[src/rtl/t48_p1_seq_pkg.sv]
// Shared encodings for the T48 P1 port-operation sequencer.
package t48_pack;

  localparam int unsigned DATA_W = 8;

  typedef enum logic [1:0] {
    OP_IN   = 2'b00,
    OP_OUTL = 2'b01,
    OP_ANL  = 2'b10,
    OP_ORL  = 2'b11
  } op_e;

  typedef enum logic [1:0] {
    S_IDLE  = 2'b00,
    S_READ  = 2'b01,
    S_WRITE = 2'b10,
    S_DONE  = 2'b11
  } state_e;

endpackage

[src/rtl/t48_p1_seq.sv]
// P1 port-operation sequencer: IN / OUTL / ANL / ORL against the P1 port block.
module t48_p1_seq
  import t48_pack::*;
(
  input  logic              clk_i,
  input  logic              res_i,
  input  logic              en_clk_i,
  input  logic              req_i,
  input  logic [1:0]        op_i,
  input  logic [DATA_W-1:0] imm_i,
  output logic              busy_o,
  output logic              done_o,
  output logic [DATA_W-1:0] rdata_o,
  input  logic [DATA_W-1:0] p1_rd_data_i,
  output logic [DATA_W-1:0] p1_wr_data_o,
  output logic              write_p1_o,
  output logic              read_p1_o,
  output logic              read_reg_o
);

  state_e            state_q, state_d;
  op_e               op_q;
  logic [DATA_W-1:0] imm_q;
  logic [DATA_W-1:0] mod_q;
  logic [DATA_W-1:0] rdata_q;

  // State register; advances only on enabled edges.
  always_ff @(posedge clk_i or negedge res_i) begin
    if (!res_i) begin
      state_q <= S_IDLE;
    end else if (en_clk_i) begin
      state_q <= state_d;
    end
  end

  // Next-state decode.
  always_comb begin
    state_d = state_q;
    unique case (state_q)
      S_IDLE: begin
        if (req_i) begin
          state_d = (op_e'(op_i) == OP_OUTL) ? S_WRITE : S_READ;
        end
      end
      S_READ:  state_d = (op_q == OP_IN) ? S_DONE : S_WRITE;
      S_WRITE: state_d = S_DONE;
      S_DONE:  state_d = S_IDLE;
      default: state_d = S_IDLE;
    endcase
  end

  // Moore strobe and data decode; everything idles at zero outside its state.
  always_comb begin
    busy_o       = (state_q != S_IDLE);
    done_o       = (state_q == S_DONE);
    read_p1_o    = 1'b0;
    read_reg_o   = 1'b0;
    write_p1_o   = 1'b0;
    p1_wr_data_o = '0;
    unique case (state_q)
      S_READ: begin
        read_p1_o  = 1'b1;
        read_reg_o = (op_q != OP_IN);
      end
      S_WRITE: begin
        write_p1_o   = 1'b1;
        p1_wr_data_o = (op_q == OP_OUTL) ? imm_q : mod_q;
      end
      default: ;
    endcase
  end

  // Operand latch, read-modify-write capture and result register.
  always_ff @(posedge clk_i or negedge res_i) begin
    if (!res_i) begin
      op_q    <= OP_IN;
      imm_q   <= '0;
      mod_q   <= '0;
      rdata_q <= '0;
    end else if (en_clk_i) begin
      unique case (state_q)
        S_IDLE: begin
          if (req_i) begin
            op_q  <= op_e'(op_i);
            imm_q <= imm_i;
          end
        end
        S_READ: begin
          unique case (op_q)
            OP_IN:   rdata_q <= p1_rd_data_i;
            OP_ANL:  mod_q   <= p1_rd_data_i & imm_q;
            OP_ORL:  mod_q   <= p1_rd_data_i | imm_q;
            default: ;
          endcase
        end
        S_WRITE: rdata_q <= p1_wr_data_o;
        default: ;
      endcase
    end
  end

  assign rdata_o = rdata_q;

endmodule

[config.mk]
export PLATFORM = sky130hd
export DESIGN_NAME = t48_p1_seq
export DESIGN_NICKNAME = d
export VERILOG_FILES = /design/src/rtl/t48_p1_seq_pkg.sv /design/src/rtl/t48_p1_seq.sv
export SDC_FILE = /design/constraint.sdc
export NUM_CORES = 1
export LEC_CHECK = 0
export BUFFER_PORTS_ARGS = -buffer_cell sky130_fd_sc_hd__buf_2
export CAP_MARGIN = 40
export CORE_UTILIZATION = 52
export DETAILED_ROUTE_END_ITERATION = 10
export GPL_ROUTABILITY_DRIVEN = 0
export PLACE_DENSITY = 0.79
export SLEW_MARGIN = 20
export SYNTH_ARGS = -nofsm -noshare
export SYNTH_HDL_FRONTEND = slang
export SYNTH_SLANG_ARGS = --single-unit
[constraint.sdc]
create_clock -name clk_i -period 2.8 [get_ports clk_i]
set_input_delay 0.84 -clock clk_i [delete_from_list [all_inputs] [get_ports clk_i]]
set_output_delay 0.84 -clock clk_i [all_outputs]
set_load 0.03 [all_outputs]
==> flow_summary.toml <==
[status]
run_status = "finished, violations left"
failing_checks = "DRC"

[power]
power_per_cell_area_nw_per_um2 = 1200
max-vdd-ir-drop_mv = 0.717
p_leak_uw = 0.000904

[logic_synthesis]
postSynth.asyncResetShare_pct = 100
synth-edff-count = 0
mappedNetlistArea_um2 = 1580
synth.ff_latch_count = 28
synth-warning-count = 0
synthesis.area_per_instance_um2 = 11.4
postSynthNetCount = 166
synth.lib_cells_used.distinct = 28
syn-instance-count = 138
dominantRegCellSynth = "sky130_fd_sc_hd__dfrtp_1"
synth.yosys.seq_area_share_pct = 44.4

[global_route]
grt.overflow.total = 0
grt_max_degree = 29
initial_antenna_violation_count = 0
globalRouteTotalUtil_pct = 22.0
grt_pass1_vias = 1177
grt_first_pass_wirelength_mm = 5.48

[clocking]
tritoncts.num_buffers = 3
clk-insertion-delay-late_ps = 340
ctsLongestPathBuffers = 2
cts_root_buf = "sky130_fd_sc_hd__clkbuf_4"
cts.repair_timing.setup_buffer_count = 0
clock_tree_from_tritoncts = "yes"
cts.clk_slew.worst_paths_ps = 150
htree_levels = 1
cts.sinks = 28

[drt]
routed_wl_mm = 3.25
detail-route-antenna-nets = 0
via_count = 1205
viasPerCell = 5.71
drt_first_pass_iters = 7
drt-wirelength-per-cell_um = 15.4
drtIter0Drc = 38
drc_errors = 4

[final_layout]
antenna_cells_inserted = 0
area_growth_pct = 17.4
fill_cells = 228
final_core_utilization_pct = 66.0
finish.net_count = 209
layout-drive-gt1-share_pct = 46.1

[setup_path]
cp_slowest_stage_delay_ps = 470
crit-reg2reg-capture = "imm_q[3]"
timing.reg2reg.worst_path_depth = 4
setup.worst_path.start_class = "register"
r2r_setup_slack_ps = 980
critical_path_arrival_ps = 1840
worstSetupEndpointType = "output pin"
cp.buffers_inverters = 3
rr_startpoint = "state_q[1]"
worstSetupPathType = "reg -> out"
crit_path_cell_trace = "inv_1 > ha_1 > buf_6 > nand2_1 > mux2i_1 > buf_2"
timing.critical_path.required_ps = 1960
critPathMaxFanout = 26
cell_type_of_the_slowest_stage_on_the_worst_timing_path = "sky130_fd_sc_hd__dfrtp_2"
cpLargestDelayFamily = "buffers and inverters"

[sta]
clock.fmax_mhz = 373
slew_headroom_pct = 57.8
layout_setup_ws_ps = 121
hold_ws_ps = 487
report.final.hold_viol_count = 0
fin_worst_skew_ps = 3.31
grt_setup_unrepaired = "false"
period_share_pct = 95.7
worstMarginPinSlew_ps = 633
timing.final.crit_period_ps = 2680
timing.final.setup_violations = 0
final_max_slew_viols = 0
fin_setup_tns_ps = 0

[floorplan]
die-height_um = 57.1
floorplan.rows = 19
floorplan.initialDensity_pct = 56.2
placeableCoreArea_um2 = 2810
io-pin-count = 43
dieArea_um2 = 3260
die_width_um = 57.1

[place]
port-buffer-count = 42
detailedPlacementHpwl_mm = 2.37
dp_slack_ps = 455

[min_path]
worstHoldPathType = "in -> async"

[flow_run]
drv_cap = 0
[how the worst max path moves through the flow]
| stage | to | from | slack, ps | cells past startpoint |
|---|---|---|---|---|
| final | p1_wr_data_o[5] | state_q[0] | 120 | 6 |
| after global routing | p1_wr_data_o[0] | state_q[0] | 10 | 6 |
| after CTS | p1_wr_data_o[5] | state_q[0] | 50 | 6 |
| after detailed placement | p1_wr_data_o[4] | state_q[0] | 460 | 6 |
| after global placement | p1_wr_data_o[5] | state_q[0] | 530 | 6 |
| after floorplan | p1_wr_data_o[1] | state_q[0] | 360 | 6 |
[repair_timing]
item / 4_1_cts / 5_1_grt
setup endpoints to repair: 0 / 8
hold buffers: 0 / 0
resized for setup: 0 / 4
[sequential cells by signal, summed over array words and instances (netlist names)]
signal / count
imm_q: 8
mod_q: 8
op_q: 2
rdata_o: 8
state_q: 2
[logic make-up (layout without fill, tap and decap cells)]
logic type / count (synthesis) / count (layout) / synth area share [%]
mux: 27 / 27 / 18.6
flops: 28 / 28 / 44.4
buf+inv: 20 / 62 / 6.19
compound gates: 23 / 23 / 12.4
simple gates: 26 / 26 / 8.01
fa+ha+maj: 14 / 14 / 10.5
[worst reg2reg max path, cell delays in order, from the launching register on]
cell and delay [ps]:
sky130_fd_sc_hd__dfrtp_1 460, sky130_fd_sc_hd__inv_1 150, sky130_fd_sc_hd__ha_1 240, sky130_fd_sc_hd__nand3_1 430
sky130_fd_sc_hd__mux2_2 450
[cell type report]
type | instances | area (µm²) | share of cell area (%)
sequential | 28 | 702 | 37.9
multi-input combinational | 90 | 783 | 42.3
tap | 31 | 38.8 | 2.09
timing repair buffer | 46 | 246 | 13.3
clock buffer | 4 | 36.3 | 1.96
inverter | 12 | 45.0 | 2.43
[where the power goes]
part	switching, µW	internal, µW	total [µW]
combinational	731	526	1260
sequential	151	612	762
clock	124	80.0	204
[placed cells by master, fill, tap and decap left out, drive strengths merged]
cell      n
o31ai     1
dfrtp    28
a22oi     1
or3b      1
clkbuf    5
ha        6
o211ai    1
or2       1
o21ai     2
nand3     2
inv      12
nand3b    1
nand2    17
mux2     18
maj3      8
o2bb2ai   1
nor2b     1
nand2b    1
and3b     1
o2111ai   8
a21oi     1
mux2i     9
and2      1
o22a      8
buf      45
[synth_stat cells (2+ instances only)]
cell	instances	area, µm²
sky130_fd_sc_hd__o2111ai_1	8	70.1
sky130_fd_sc_hd__maj3_2	8	90.1
sky130_fd_sc_hd__o22a_1	8	70.1
sky130_fd_sc_hd__nand3_1	2	10.0
sky130_fd_sc_hd__nand2_1	17	63.8
sky130_fd_sc_hd__buf_6	2	22.5
sky130_fd_sc_hd__inv_1	12	45.0
sky130_fd_sc_hd__mux2i_1	9	90.1
sky130_fd_sc_hd__buf_2	3	15.0
sky130_fd_sc_hd__mux2_2	18	203
sky130_fd_sc_hd__dfrtp_1	28	701
sky130_fd_sc_hd__clkbuf_1	2	7.51
sky130_fd_sc_hd__ha_1	6	75.1
[per-stage QoR]
step,area [µm²],total power (µW),std cells
global route,1850,2370,211
CTS,1840,2220,211
floorplan,1580,1720,138
global placement,1800,1970,207
detailed placement,1800,2020,207
finish,1850,2220,211
[metal layers]
metal | up-vias | routed length (µm) | track usage [%]
met5 | - | 0 | 0
met2 | 44 | 1590 | 36.5
met4 | 0 | 24 | 4.53
li1 | 578 | - | -
met1 | 579 | 1410 | 29.0
met3 | 4 | 218 | 6.12
No activity file was read; power rests on OpenSTA's default activity.
